**src/rtl/ddr5_cmd_sched.sv**
```systemverilog
// In-order, closed-page DDR5 command scheduler: ACT0/ACT1, RD/WR pair, PRE, with all gaps counter-enforced.
// Optional DDR5_SCHED_TRACE_EN adds a simulation-only $display trace of every issued command.
module ddr5_cmd_sched #(
    parameter int T_RCD   = 39,
    parameter int T_RAS   = 76,
    parameter int T_RP    = 39,
    parameter int T_CL    = 40,
    parameter int T_CWL   = 38,
    parameter int T_BURST = 8,
    parameter int T_WR    = 30,
    parameter int T_RTP   = 18
) (
    input  logic        clk,
    input  logic        rst,
    input  logic        req_valid,
    input  logic [2:0]  req_opn,
    input  logic [3:0]  req_core,
    input  logic [33:0] req_addr,
    output logic        req_ready,
    output logic        cmd_valid,
    output logic [2:0]  cmd_type,
    output logic [2:0]  cmd_bg,
    output logic [1:0]  cmd_ba,
    output logic [15:0] cmd_row,
    output logic [9:0]  cmd_col,
    output logic        resp_valid,
    output logic [3:0]  resp_core,
    output logic [2:0]  resp_opn,
    output logic        err_illegal
);

    typedef enum logic [3:0] {
        S_IDLE, S_ACT0, S_ACT1, S_WAIT_CAS, S_CAS0, S_CAS1, S_WAIT_PRE, S_PRE, S_WAIT_RP
    } state_t;

    // Age counters hold cycles since their command; a state change decided now lands
    // one cycle later, so each threshold is compared against (limit - 1).
    localparam logic [11:0] RCD_M1     = 12'(T_RCD - 1);
    localparam logic [11:0] RAS_M1     = 12'(T_RAS - 1);
    localparam logic [11:0] RTP_M1     = 12'(T_RTP - 1);
    localparam logic [11:0] WRPRE_M1   = 12'(T_CWL + T_BURST + T_WR - 1);
    localparam logic [11:0] RP_M1      = 12'(T_RP - 1);
    localparam logic [11:0] RD_RESP_M1 = 12'(T_CL + T_BURST - 1);
    localparam logic [11:0] WR_RESP_M1 = 12'(T_CWL + T_BURST - 1);

    localparam logic [2:0] OPN_WR = 3'd1;

    function automatic logic [9:0] sat_inc(input logic [9:0] v);
        return (v == 10'h3FF) ? v : v + 10'd1;
    endfunction

    state_t      state_q, state_d;
    logic [15:0] row_q, row_d;
    logic [9:0]  col_q, col_d;
    logic [2:0]  bg_q, bg_d;
    logic [1:0]  ba_q, ba_d;
    logic [2:0]  opn_q, opn_d;
    logic [3:0]  core_q, core_d;
    logic [9:0]  act_age_q, act_age_d;
    logic [9:0]  cas_age_q, cas_age_d;
    logic [9:0]  pre_age_q, pre_age_d;
    logic [9:0]  resp_cnt_q, resp_cnt_d;
    logic        resp_pend_q, resp_pend_d;
    logic [2:0]  hold_opn_q, hold_opn_d;
    logic [3:0]  hold_core_q, hold_core_d;

    logic        req_ready_q, req_ready_d;
    logic        cmd_valid_q, cmd_valid_d;
    logic [2:0]  cmd_type_q, cmd_type_d;
    logic [2:0]  cmd_bg_q, cmd_bg_d;
    logic [1:0]  cmd_ba_q, cmd_ba_d;
    logic [15:0] cmd_row_q, cmd_row_d;
    logic [9:0]  cmd_col_q, cmd_col_d;
    logic        resp_valid_q, resp_valid_d;
    logic [3:0]  resp_core_q, resp_core_d;
    logic [2:0]  resp_opn_q, resp_opn_d;
    logic        err_q, err_d;

    logic xfer, legal, pre_ok;
    logic unused_addr_bits;

    assign unused_addr_bits = ^{req_addr[6], req_addr[1:0]};
    assign xfer  = req_valid && req_ready_q;
    assign legal = (req_opn <= 3'd2);

    always_comb begin
        state_d   = state_q;
        row_d     = row_q;
        col_d     = col_q;
        bg_d      = bg_q;
        ba_d      = ba_q;
        opn_d     = opn_q;
        core_d    = core_q;
        act_age_d = (state_q == S_ACT0) ? 10'd1 : sat_inc(act_age_q);
        cas_age_d = (state_q == S_CAS0) ? 10'd1 : sat_inc(cas_age_q);
        pre_age_d = (state_q == S_PRE)  ? 10'd1 : sat_inc(pre_age_q);
        err_d     = xfer && !legal;

        pre_ok = ({2'b0, act_age_q} >= RAS_M1) &&
                 ((opn_q == OPN_WR) ? ({2'b0, cas_age_q} >= WRPRE_M1)
                                    : ({2'b0, cas_age_q} >= RTP_M1));

        case (state_q)
            S_IDLE: begin
                if (xfer && legal) begin
                    state_d = S_ACT0;
                    row_d   = req_addr[33:18];
                    col_d   = {req_addr[17:12], req_addr[5:2]};
                    bg_d    = req_addr[9:7];
                    ba_d    = req_addr[11:10];
                    opn_d   = req_opn;
                    core_d  = req_core;
                end
            end
            S_ACT0:     state_d = S_ACT1;
            S_ACT1:     state_d = S_WAIT_CAS;
            S_WAIT_CAS: if ({2'b0, act_age_q} >= RCD_M1) state_d = S_CAS0;
            S_CAS0:     state_d = S_CAS1;
            S_CAS1:     state_d = S_WAIT_PRE;
            S_WAIT_PRE: if (pre_ok) state_d = S_PRE;
            S_PRE:      state_d = S_WAIT_RP;
            S_WAIT_RP:  if ({2'b0, pre_age_q} >= RP_M1) state_d = S_IDLE;
            default:    state_d = S_IDLE;
        endcase

        // Illegal requests stay in IDLE but still hold ready low for the error cycle.
        req_ready_d = (state_d == S_IDLE) && !err_d;

        // Command outputs follow the next state so a command is visible the cycle its state is.
        cmd_type_d = 3'd0;
        cmd_row_d  = 16'd0;
        cmd_col_d  = 10'd0;
        case (state_d)
            S_ACT0: begin cmd_type_d = 3'd1; cmd_row_d = row_d; end
            S_ACT1: begin cmd_type_d = 3'd2; cmd_row_d = row_d; end
            S_CAS0: begin cmd_type_d = (opn_d == OPN_WR) ? 3'd5 : 3'd3; cmd_col_d = col_d; end
            S_CAS1: begin cmd_type_d = (opn_d == OPN_WR) ? 3'd6 : 3'd4; cmd_col_d = col_d; end
            S_PRE:  cmd_type_d = 3'd7;
            default: ;
        endcase
        cmd_valid_d = (cmd_type_d != 3'd0);
        cmd_bg_d    = cmd_valid_d ? bg_d : 3'd0;
        cmd_ba_d    = cmd_valid_d ? ba_d : 2'd0;

        // Response timing runs off its own counter, independent of the command FSM.
        resp_valid_d = 1'b0;
        resp_core_d  = 4'd0;
        resp_opn_d   = 3'd0;
        resp_pend_d  = resp_pend_q;
        resp_cnt_d   = sat_inc(resp_cnt_q);
        hold_opn_d   = hold_opn_q;
        hold_core_d  = hold_core_q;
        if (resp_pend_q && ({2'b0, resp_cnt_q} >=
                            ((hold_opn_q == OPN_WR) ? WR_RESP_M1 : RD_RESP_M1))) begin
            resp_valid_d = 1'b1;
            resp_core_d  = hold_core_q;
            resp_opn_d   = hold_opn_q;
            resp_pend_d  = 1'b0;
        end
        if (state_q == S_CAS0) begin
            resp_pend_d = 1'b1;
            resp_cnt_d  = 10'd1;
            hold_opn_d  = opn_q;
            hold_core_d = core_q;
        end
    end

    always_ff @(posedge clk) begin
        if (rst) begin
            state_q      <= S_IDLE;
            row_q        <= '0;
            col_q        <= '0;
            bg_q         <= '0;
            ba_q         <= '0;
            opn_q        <= '0;
            core_q       <= '0;
            act_age_q    <= '0;
            cas_age_q    <= '0;
            pre_age_q    <= '0;
            resp_cnt_q   <= '0;
            resp_pend_q  <= 1'b0;
            hold_opn_q   <= '0;
            hold_core_q  <= '0;
            req_ready_q  <= 1'b0;
            cmd_valid_q  <= 1'b0;
            cmd_type_q   <= '0;
            cmd_bg_q     <= '0;
            cmd_ba_q     <= '0;
            cmd_row_q    <= '0;
            cmd_col_q    <= '0;
            resp_valid_q <= 1'b0;
            resp_core_q  <= '0;
            resp_opn_q   <= '0;
            err_q        <= 1'b0;
        end else begin
            state_q      <= state_d;
            row_q        <= row_d;
            col_q        <= col_d;
            bg_q         <= bg_d;
            ba_q         <= ba_d;
            opn_q        <= opn_d;
            core_q       <= core_d;
            act_age_q    <= act_age_d;
            cas_age_q    <= cas_age_d;
            pre_age_q    <= pre_age_d;
            resp_cnt_q   <= resp_cnt_d;
            resp_pend_q  <= resp_pend_d;
            hold_opn_q   <= hold_opn_d;
            hold_core_q  <= hold_core_d;
            req_ready_q  <= req_ready_d;
            cmd_valid_q  <= cmd_valid_d;
            cmd_type_q   <= cmd_type_d;
            cmd_bg_q     <= cmd_bg_d;
            cmd_ba_q     <= cmd_ba_d;
            cmd_row_q    <= cmd_row_d;
            cmd_col_q    <= cmd_col_d;
            resp_valid_q <= resp_valid_d;
            resp_core_q  <= resp_core_d;
            resp_opn_q   <= resp_opn_d;
            err_q        <= err_d;
        end
    end

    assign req_ready   = req_ready_q;
    assign cmd_valid   = cmd_valid_q;
    assign cmd_type    = cmd_type_q;
    assign cmd_bg      = cmd_bg_q;
    assign cmd_ba      = cmd_ba_q;
    assign cmd_row     = cmd_row_q;
    assign cmd_col     = cmd_col_q;
    assign resp_valid  = resp_valid_q;
    assign resp_core   = resp_core_q;
    assign resp_opn    = resp_opn_q;
    assign err_illegal = err_q;

`ifdef DDR5_SCHED_TRACE_EN
    always_ff @(posedge clk) begin
        if (cmd_valid_q) begin
            case (cmd_type_q)
                3'd1: $display("%t ACT0 %0d %0d %h", $time, cmd_bg_q, cmd_ba_q, cmd_row_q);
                3'd2: $display("%t ACT1 %0d %0d %h", $time, cmd_bg_q, cmd_ba_q, cmd_row_q);
                3'd3: $display("%t RD0 %0d %0d %h", $time, cmd_bg_q, cmd_ba_q, cmd_col_q);
                3'd4: $display("%t RD1 %0d %0d %h", $time, cmd_bg_q, cmd_ba_q, cmd_col_q);
                3'd5: $display("%t WR0 %0d %0d %h", $time, cmd_bg_q, cmd_ba_q, cmd_col_q);
                3'd6: $display("%t WR1 %0d %0d %h", $time, cmd_bg_q, cmd_ba_q, cmd_col_q);
                3'd7: $display("%t PRE %0d %0d", $time, cmd_bg_q, cmd_ba_q);
                default: ;
            endcase
        end
    end
`else
`endif

endmodule

```
**config.mk**
```make
export PLATFORM = sky130hd
export DESIGN_NAME = ddr5_cmd_sched
export DESIGN_NICKNAME = d
export VERILOG_FILES = /design/src/rtl/ddr5_cmd_sched.sv
export SDC_FILE = /design/constraint.sdc
export NUM_CORES = 1
export LEC_CHECK = 0
export ABC_AREA = 1
export BUFFER_PORTS_ARGS = -buffer_cell sky130_fd_sc_hd__buf_2
export CAP_MARGIN = 10
export CORE_UTILIZATION = 56
export CTS_BUF_LIST = sky130_fd_sc_hd__clkbuf_16
export CTS_CLUSTER_SIZE = 30
export DETAILED_ROUTE_END_ITERATION = 8
export HOLD_SLACK_MARGIN = 0.03
export MAX_ROUTING_LAYER = met4
export PLACE_DENSITY = 0.86
export SLEW_MARGIN = 20
export SYNTH_ARGS = -nofsm -noshare
export SYNTH_HDL_FRONTEND = slang
export SYNTH_SLANG_ARGS = --single-unit
```
**constraint.sdc**
```tcl
create_clock -name clk -period 1.9 [get_ports clk]
set_input_delay 0.095 -clock clk [delete_from_list [all_inputs] [get_ports clk]]
set_output_delay 0.095 -clock clk [all_outputs]
set_load 0.02 [all_outputs]
```
Yosys cells after proc, flatten, opt, wreduce, memory -nomap -nowiden
Cells that the tools add are included.
Word-level totals
  register bits: 135
  input bits: 44
  output and inout bits: 45
  logic and storage cells: 121
Operators by class
  add/sub/neg operators: 4
  order comparisons: 7
  equality and inequality tests: 24
  multiplexer cells: 31
  bitwise gates (word level): 4
  reduce and logical (&&, ||, !) cells: 22
Operator list (number)
  adder 10 x 1 -> 10 bit (second input constant): 4
  equality test 10 bit (second input constant): 4
  one-hot mux 4 bit (9 select lines): 1
  two-way mux 16 bit: 2
  equality test 4 x 3 -> 1 bit (second input constant): 7
  greater-or-equal comparator 10 x 6 -> 1 bit (second input constant): 2
  greater-or-equal comparator 10 x 7 -> 1 bit (second input constant): 2
  two-way mux 10 bit: 2
  OR reduction 2 bit: 9
  two-way mux 4 bit: 4
  two-way mux 3 bit: 5
  one-hot mux 3 bit (5 select lines): 1
  equality test 4 x 2 -> 1 bit (second input constant): 3
  two-way mux 1 bit: 12
  greater-or-equal comparator 10 x 5 -> 1 bit (second input constant): 1
  greater-or-equal comparator 10 x 6 -> 1 bit: 1
  equality test 3 x 1 -> 1 bit (second input constant): 3
  equality test 4 x 1 -> 1 bit (second input constant): 2
  logical NOT 4 bit: 2
  two-way mux 2 bit: 4
  logical AND 1 bit: 6
  equality test 4 bit (second input constant): 1
  != test 2 x 1 -> 1 bit (second input constant): 2
  != test 2 bit (second input constant): 2
  6 further kinds: 10

Logic depth before layout (Yosys ltp)
Gate-level depths: netlist (run 1).
  word-level depth: 10
  gate-level depth with buffers: 14
  depth with buffers taken out: 14

Worst setup path before layout (run 1)
OpenSTA, ideal clock, no wires.
  path kind: register to register
  from: register pre_age_q[1]
  to: register pre_age_q[4]
  library setup time: 0.116 ns
  arrival time: 1.349 ns
  required time: 1.784 ns
  setup slack: 0.435 ns
  cell stages (with the launch flop): 9
  period minus slack after synthesis: 1.465 ns
  cell sequence: dfxtp_1 -> ha_1 -> nand3_1 -> nor3_2 -> nand2_1 -> nand3_1 -> o21ai_0 -> o21ai_0 -> nor2_1
On the way
  longest elaborated chain between the ends: 1
  elaborated cells between the ends (all ways): 2
  those cells by class: add/sub: 1; eq/ne: 1
Ends and longest elaborated chain
  from (decl): line 61  | logic [9:0] pre_age_q, pre_age_d;
  from (signal assigned): line 205  | pre_age_q <= pre_age_d;
  adder 10 x 1 -> 10 bit or equality test 10 bit (tied branches): line 49  | return (v == 10'h3FF) ? v : v + 10'd1;
Several ways; a longest one is shown, not always the timed one.
A chain may end at the register's enable or synchronous reset.

Final worst setup path (run 1)
  from: register act_age_q[1]
  to: register act_age_q[3]
On the way
  longest elaborated chain between the ends: 1
  elaborated cells between the ends (all ways): 2
  those cells by class: add/sub: 1; eq/ne: 1
Ends and longest elaborated chain
  from (decl): line 59  | logic [9:0] act_age_q, act_age_d;
  from (signal assigned): line 203  | act_age_q <= act_age_d;
  adder 10 x 1 -> 10 bit or equality test 10 bit (tied branches): line 49
Several ways; a longest one is shown, not always the timed one.

==> run summary, run 1 <==
Route
• 5002 — routed vias
• 0 — Detail Route Antenna Nets
• 0 — number of remaining DRC errors
• 7 — 1st-pass router iterations
• 16.32 um — routed length per placed instance
• 14.76 mm — Total Wirelength
• 5.533 — mean number of vias per cell
• 447 — Initial DRC Count

Clock network
• 0.42 ns — Skew-Pair Late Insertion Delay
• 135 — clock tree sinks
• yes — CTS tree
• 4 — H-tree depth
• 17 — number of CTS-inserted buffers
• 0.06 ns — clock transition at the registers of the reported paths
• 0 — setup bufs post-CTS
• 2 — CTS Buffer Depth
• sky130_fd_sc_hd__clkbuf_16 — master cell of the clock root buffer

Timing
• 0.5489 GHz — peak clock frequency supported by timing
• 0.01464 ns — post-route clock skew
• 0.07822 ns — final worst-path setup slack
• 0 — fin. max-slew vios
• 0.5404 ns — transition at the pin with the smallest max-transition slack
• 95.88% — post-route clock period utilization
• 63.69% — Max-Slew Margin vs Limit
• 1.822 ns — clock period minus worst slack
• 0 — count of final hold-check violations
• 0 — Final setup violation count

Synthesis
• sky130_fd_sc_hd__dfxtp_1, sky130_fd_sc_hd__nor2_1, sky130_fd_sc_hd__inv_1 — most numerous cell types in the synthesized netlist
• 688 — Syn Nets
• sky130_fd_sc_hd__dfxtp_1, sky130_fd_sc_hd__nor2_1, sky130_fd_sc_hd__inv_1 — ranking of synthesized cells by area
• sky130_fd_sc_hd__dfxtp_1 — leading cell type by number of instances after synthesis
• 0 — number of flops mapped to enable cells by yosys
• 50.61% — proportion of synthesized chip area in sequential cells
• 135 — register bit count reported by yosys
• 5340 sq um — cell area after synthesis
• sky130_fd_sc_hd__dfxtp_1 — most used flip-flop cell after synthesis
• 8.410 sq um — post-synthesis average cell area
• 50.61% — Yosys top cell area share
• 0 — Ys Warns
• 0% — asr flop ratio synth
• 42 — unique cell type count in the Yosys netlist
• 635 — synthesized instance count
• sky130_fd_sc_hd__dfxtp_1 — cell type with the largest total area after synthesis

Pwr
• 0.0006772 V — worst voltage drop across the vdd grid
• 48.2% — share of total power in the clock network
• 44.2% — fraction of power consumed by sequential logic
• 5.041 mW — internal power
• 982.7 nW/um^2 — power per standard cell area
• 3.126 nW — static leakage
• 1.662 mW — net switching power
• 24.80% — fraction of power spent switching nets
• 7.6% — combinational fraction of design power

Finish
• 2704 sq um — flip-flop and latch area
• 2235 sq um — area taken by multi-input logic gates
• 27.74% — layout overhead on the synthesized area
• 815 — Net count, final
• 0 — antenna fix cells
• 21.03% — layout cell share with drive strength beyond 1
• 552 — total of fill cells in the finished design
• 73.83% — final core utilization

Global route
• 26 — pin count of the biggest net entering global routing
• 23.51 mm — global-route wire length before repair
• 0 — total overflow reported by the global router
• 5121 — via count of the first global-routing pass
• 31.32% — total global routing track utilization
• 31.26% — global-route track usage on met1
• 55.61% — GR met2 Demand/Resource
• 0 — antenna violations before repair
• 7.379% — met3 usage
• met2 — gr busiest metal

Run
• 0 — number of max-cap violations

Worst setup path
• register — Worst setup EP type
• 2 — CP bufs+invs
• 0.45 ns — highest cell delay on the worst timing path
• 2.16 ns — worst path arrival time
• sky130_fd_sc_hd__nand2_1 — cell repeated most along the worst path
• register — CP startpoint kind
• 7 — largest fanout of any net on the critical path
• simple AND/OR/NAND/NOR gates — cell family with most CP delay
• sky130_fd_sc_hd__dfxtp_1 — cell with the biggest individual delay on the critical path
• 2.24 ns — required arrival time at the worst endpoint
• reg -> reg — classification of the worst setup path
• ha_1 -> nand2_1 -> inv_1 -> nand2_1 -> nor2_4 -> nand3_4 -> inv_2 -> o21ai_0 -> a21oi_1 — list of cells traversed by the critical path

Placement
• 0.9148 — global placement routability congestion
• 85 — port bufs
• 0.1713 ns — Post-Place Worst Slack
• 8.211 mm — HPWL after detailed placement

Floorplanning
• 89 — top-level I/O count
• 57.79% — Starting Density
• 9240 sq um — placeable core region
• 99.65 um — Die Height
• 35 — num rows
• 9930 sq um — total die area
• 99.65 um — die boundary width

Worst hold path
• in -> reg — Min-Delay Path Class

Run status
• completed — result of the run

[layout by cell type, fill, tap and decap left out, types with 5 or more instances in the layout]
| cell type | netlist | final |
|---|---|---|
| sky130_fd_sc_hd__xor2_1 | 7 | 7 |
| sky130_fd_sc_hd__a211oi_1 | 5 | 5 |
| sky130_fd_sc_hd__mux2i_1 | 21 | 21 |
| sky130_fd_sc_hd__a21oi_1 | 33 | 33 |
| sky130_fd_sc_hd__nand2_1 | 60 | 60 |
| sky130_fd_sc_hd__buf_4 | 3 | 5 |
| sky130_fd_sc_hd__dfxtp_1 | 135 | 134 |
| sky130_fd_sc_hd__clkbuf_16 | 0 | 17 |
| sky130_fd_sc_hd__inv_2 | 6 | 6 |
| sky130_fd_sc_hd__o21ai_0 | 36 | 36 |
| sky130_fd_sc_hd__inv_1 | 82 | 82 |
| sky130_fd_sc_hd__o22ai_1 | 6 | 6 |
| sky130_fd_sc_hd__nand3_1 | 28 | 27 |
| sky130_fd_sc_hd__nor3_1 | 21 | 21 |
| sky130_fd_sc_hd__nor4_2 | 11 | 11 |
| sky130_fd_sc_hd__nand4_1 | 7 | 7 |
| sky130_fd_sc_hd__dlygate4sd3_1 | 0 | 32 |
| sky130_fd_sc_hd__ha_1 | 9 | 9 |
| sky130_fd_sc_hd__nor2_1 | 116 | 115 |
| sky130_fd_sc_hd__buf_2 | 2 | 85 |
[final cells by class]
class | count | area share, %
sequential | 135 | 39.64
multi-input combinational | 395 | 32.76
timing repair buffer | 123 | 11.78
clock buffer | 17 | 6.236
inverter | 90 | 4.989
tap | 129 | 2.366
clock inverter | 15 | 2.238
[per-stage QoR]
stage               cell area, sq um  power, mW  std cells  setup TNS, ns  hold WS [ns]
finish                          6822      6.704        904              0       0.04193
global route                    6822      6.878        904        -0.3082       0.07007
CTS                             6783      6.643        904              0       0.03093
detailed placement              5884      3.432        840              0        0.3549
global placement                5884      3.406        840              0        0.3479
floorplan                       5340      3.308        635              0        0.2581
[sequential cells by signal, indices dropped and copies added (netlist names), 4 cells and up]
| register | flops |
|---|---|
| act_age_q | 10 |
| cas_age_q | 10 |
| cmd_col | 10 |
| cmd_row | 16 |
| col_q | 10 |
| core_q | 4 |
| hold_core_q | 4 |
| pre_age_q | 10 |
| resp_cnt_q | 10 |
| resp_core | 4 |
| row_q | 16 |
| state_q | 4 |
[timing repair]
action,CTS,global route
setup endpoints to repair,0,32
resized for setup,0,8
hold buffers,32,0
hold endpoints to repair,53,0
[final timing paths]
check	start	to	slack, ns	depth (start not counted)
worst min register to register	hold_core_q[1]	resp_core[1]	0.44	2
worst max register to register	act_age_q[1]	act_age_q[3]	0.08	9
worst min-delay path	req_addr[27]	row_q[9]	0.04	3
worst max-delay path	act_age_q[1]	act_age_q[3]	0.08	9
[metal layers]
layer	up-vias	share of wire (%)
met5	-	0
met4	0	4.3
met3	67	6.4
met2	263	52
met1	2349	37
li1	2323	-
[power by group through the flow]
stage | clock [mW] | sequential (mW) | combinational, mW
final | 3.23 | 2.96 | 0.508
after global routing | 3.36 | 2.97 | 0.550
after CTS | 3.20 | 2.96 | 0.479
after detailed placement | 0 | 3.02 | 0.414
after global placement | 0 | 3.01 | 0.394
after floorplan | 0 | 3.02 | 0.287
[worst register-to-register path, cell delays in order, from the launching register on]
cell and delay (ns):
sky130_fd_sc_hd__dfxtp_1 0.45, sky130_fd_sc_hd__ha_1 0.25, sky130_fd_sc_hd__nand2_1 0.07, sky130_fd_sc_hd__inv_1 0.09
sky130_fd_sc_hd__nand2_1 0.13, sky130_fd_sc_hd__nor2_4 0.18, sky130_fd_sc_hd__nand3_4 0.15, sky130_fd_sc_hd__inv_2 0.12
sky130_fd_sc_hd__o21ai_0 0.13, sky130_fd_sc_hd__a21oi_1 0.17
[kinds of logic after synthesis]
| kind of cell | count (synthesis) | share of synthesized area [%] |
|---|---|---|
| adders and majority gates | 9 | 2.109 |
| AOI/OAI and AO/OA | 93 | 9.771 |
| DFF | 135 | 50.61 |
| xor gates and xnor gates | 9 | 1.476 |
| muxes | 21 | 3.936 |
| buffers and inverters | 105 | 8.247 |
| and+or+nand+nor | 263 | 23.85 |
Note: power is estimated with default switching activity, not from simulation.
==> run 2, diff against run 1 <==
Settings changed: ABC_AREA 1 to 0, CORE_UTILIZATION 56 to 55, PLACE_DENSITY 0.86 to 0.78.
==> run 2 against run 1 <==
  * First-iteration DRC count is 42% lower
  * Area after synthesis down 2.2%
  * Clock power increased by 3%
  * Register-to-register slack about the same
  * Routed wire length decreased by 14%
  * Final cell count shrank 7.6%
  * Highest routed layer unchanged
  * Total power increased by 4.0%
  * Largest cell class unchanged
  * Fmax is essentially flat
  * Critical path type unchanged
  * Global-route usage is 3.6 points lower
  * Combinational power up 31%
==> run summary, run 2 <==
Global route
• 0 — total overflow reported by the global router
• 27.75% — total global routing track utilization
• 35 — pin count of the biggest net entering global routing
• 4539 — via count of the first global-routing pass
• 0 — antenna violations before repair
• 20.56 mm — global-route wire length before repair

Synthesis
• 613 — Syn Nets
• 5224 sq um — cell area after synthesis
• sky130_fd_sc_hd__dfxtp_1, sky130_fd_sc_hd__nor2_1, sky130_fd_sc_hd__mux2i_1 — ranking of synthesized cells by area
• 51.74% — proportion of synthesized chip area in sequential cells
• sky130_fd_sc_hd__dfxtp_1 — leading cell type by number of instances after synthesis
• 0% — asr flop ratio synth
• 50 — unique cell type count in the Yosys netlist
• 51.74% — Yosys top cell area share
• 0 — Ys Warns
• sky130_fd_sc_hd__dfxtp_1 — most used flip-flop cell after synthesis
• sky130_fd_sc_hd__dfxtp_1, sky130_fd_sc_hd__nor2_1, sky130_fd_sc_hd__nand2_1 — most numerous cell types in the synthesized netlist
• 9.328 sq um — post-synthesis average cell area
• 135 — register bit count reported by yosys
• 0 — number of flops mapped to enable cells by yosys
• sky130_fd_sc_hd__dfxtp_1 — cell type with the largest total area after synthesis
• 560 — synthesized instance count

Pwr
• 0.0009010 V — worst voltage drop across the vdd grid
• 1.692 mW — net switching power
• 5.279 mW — internal power
• 6.971 mW — total chip power
• 24.27% — fraction of power spent switching nets
• 9.5% — combinational fraction of design power
• 1012 nW/um^2 — power per standard cell area
• 42.8% — fraction of power consumed by sequential logic
• 2.742 nW — static leakage
• 47.7% — share of total power in the clock network

Route
• 0 — number of remaining DRC errors
• 4506 — routed vias
• 260 — Initial DRC Count
• 0 — Detail Route Antenna Nets
• 12.62 mm — Total Wirelength
• 5 — 1st-pass router iterations
• 5.396 — mean number of vias per cell
• 15.12 um — routed length per placed instance

Placement
• 7.358 mm — HPWL after detailed placement
• 0.8642 — global placement routability congestion
• 766 — placed instance count
• 0.01696 ns — Post-Place Worst Slack
• 85 — port bufs
• 5836 sq um — instance area after placement

Clock network
• 0.42 ns — Skew-Pair Late Insertion Delay
• 0.06 ns — clock transition at the registers of the reported paths
• 0 — setup bufs post-CTS
• 2 — CTS Buffer Depth
• 17 — number of CTS-inserted buffers
• sky130_fd_sc_hd__clkbuf_16 — master cell of the clock root buffer
• 135 — clock tree sinks
• yes — CTS tree
• 4 — H-tree depth

Finish
• 74.54% — final core utilization
• sky130_fd_sc_hd__dfxtp_1, sky130_fd_sc_hd__nor2_1, sky130_fd_sc_hd__buf_2, sky130_fd_sc_hd__nand2_1 — highest-count cells in the layout ignoring fill and taps
• 6888 sq um — area of all placed cells without fillers
• 31.86% — layout overhead on the synthesized area
• sky130_fd_sc_hd__dfxtp_1 — most frequent standard cell in the layout excluding fill and tap cells
• 747 — Net count, final
• 835 — non-filler instance count after layout
• 23.94% — layout cell share with drive strength beyond 1
• 0 — antenna fix cells

Worst setup path
• resp_cnt_q[0] — worst setup path startpoint
• resp_cnt_q[3] — CP Capture Point
• ha_2 -> and3_4 -> nand4_1 -> or3_4 -> nand4_1 -> xor2_1 -> nor2_1 — list of cells traversed by the critical path
• 0 — CP bufs+invs
• 2.12 ns — worst path arrival time
• 0.48 ns — highest cell delay on the worst timing path
• sky130_fd_sc_hd__nand4_1 — cell repeated most along the worst path
• resp_cnt_q[0] — Crit Reg-Reg Startpoint
• 7 — largest fanout of any net on the critical path
• resp_cnt_q[3] — Worst R2R End
• sky130_fd_sc_hd__or3_4 — cell with the biggest individual delay on the critical path
• register — CP startpoint kind
• 0.08 ns — reg-to-reg setup timing slack
• register — Worst setup EP type
• 7 — logic depth of the worst setup path including buffers
• 2.20 ns — required arrival time at the worst endpoint
• simple AND/OR/NAND/NOR gates — cell family with most CP delay
• 7 — number of cell instances on the worst register-to-register path
• reg -> reg — classification of the worst setup path

Timing
• 0.5489 GHz — peak clock frequency supported by timing
• 0.1293 ns — Hold Slack
• 0.007716 ns — post-route clock skew
• 1.822 ns — clock period minus worst slack
• 95.89% — post-route clock period utilization
• 65.89% — Max-Slew Margin vs Limit
• 0 ns — Total Neg Setup Slack
• 0.07807 ns — final worst-path setup slack
• 0.5095 ns — transition at the pin with the smallest max-transition slack
• 0 — Final setup violation count
• 0 — count of final hold-check violations
• 0 — fin. max-slew vios
• yes — RSZ-0062 raised after global routing

Run status
• completed — result of the run

Floorplanning
• 99.46 um — die boundary width
• 35 — num rows
• 99.46 um — Die Height
• 89 — top-level I/O count
• 9891 sq um — total die area
• 56.53% — Starting Density
• 9240 sq um — placeable core region

Worst hold path
• in -> reg — Min-Delay Path Class

Run
• 0 — number of max-cap violations

## run 2: cell count changes in the layout (fill, tap and decap cells not counted), sizes merged, moves of 9 or more
cell | previous run | this run
inv | 92 | 9
nor3 | 25 | 39
buf | 91 | 106
nand2 | 65 | 50
nand3 | 30 | 17
and2 | 0 | 9
nor2 | 123 | 96
mux2i | 21 | 32
o21ai | 39 | 6
## run 2: timing repair
item / CTS / global route
endpoints found under the hold margin: 57 / 0
resized for setup: 2 / 17
pin swaps: 0 / 4
hold buffers: 38 / 0
endpoints found under the setup margin: 8 / 46
## run 2: cells by family after synthesis
| logic type | after synthesis | share of synthesized area, % |
|---|---|---|
| adder cells (fa/ha/maj) | 9 | 2.156 |
| multiplexers | 32 | 6.132 |
| buffers and inverters | 36 | 3.784 |
| flip-flops | 135 | 51.74 |
| AO/OA/AOI/OAI | 65 | 7.641 |
| AND/OR/NAND/NOR | 258 | 24.36 |
| XOR/XNOR | 25 | 4.192 |
## run 2: layout make-up
cell class	count	area, sq um
Clock buffer	17	425.4
Multi-Input combinational cell	389	2390
Timing Repair Buffer	144	1001
Clock inverter	14	176.4
Inverter	7	26.28
Sequential cell	135	2708
Fill cell	588	2352
Tap cell	129	161.4
## run 2: how the worst min path moves through the flow
stage	startpoint	endpoint	slack, ns	cells after the start
2_1_floorplan	req_core[0]	core_q[0]	0.23	2
3_3_place_gp	req_core[0]	core_q[0]	0.34	3
3_5_place_dp	req_core[2]	core_q[2]	0.34	3
4_1_cts	rst	col_q[5]	0.11	2
5_1_grt	rst	state_q[1]	0.13	2
6_report	rst	state_q[1]	0.13	2
## run 2: power groups by stage
stage               Combinational, mW  Sequential, mW  Clock (mW)
floorplan                       0.384            3.04           0
global placement                0.547            3.03           0
detailed placement              0.568            3.04           0
CTS                             0.639            2.98        3.34
global route                    0.723            2.99        3.50
finish                          0.663            2.99        3.32
## run 2: worst reg2reg max path, delay by kind of cell (launching register included)
family        cells  cell delay [ns]
fa+ha+maj         1             0.18
simple gates      5             1.01
flops             1             0.33
xor+xnor          1             0.19
## run 2: routing by layer
| layer | share of wire [%] | track usage [%] | vias up |
|---|---|---|---|
| met5 | 0 | - | - |
| met4 | 3.1 | 15.16 | 0 |
| met3 | 4.0 | 6.044 | 38 |
| met2 | 53 | 49.31 | 133 |
| met1 | 40 | 28.49 | 2137 |
| li1 | - | - | 2198 |
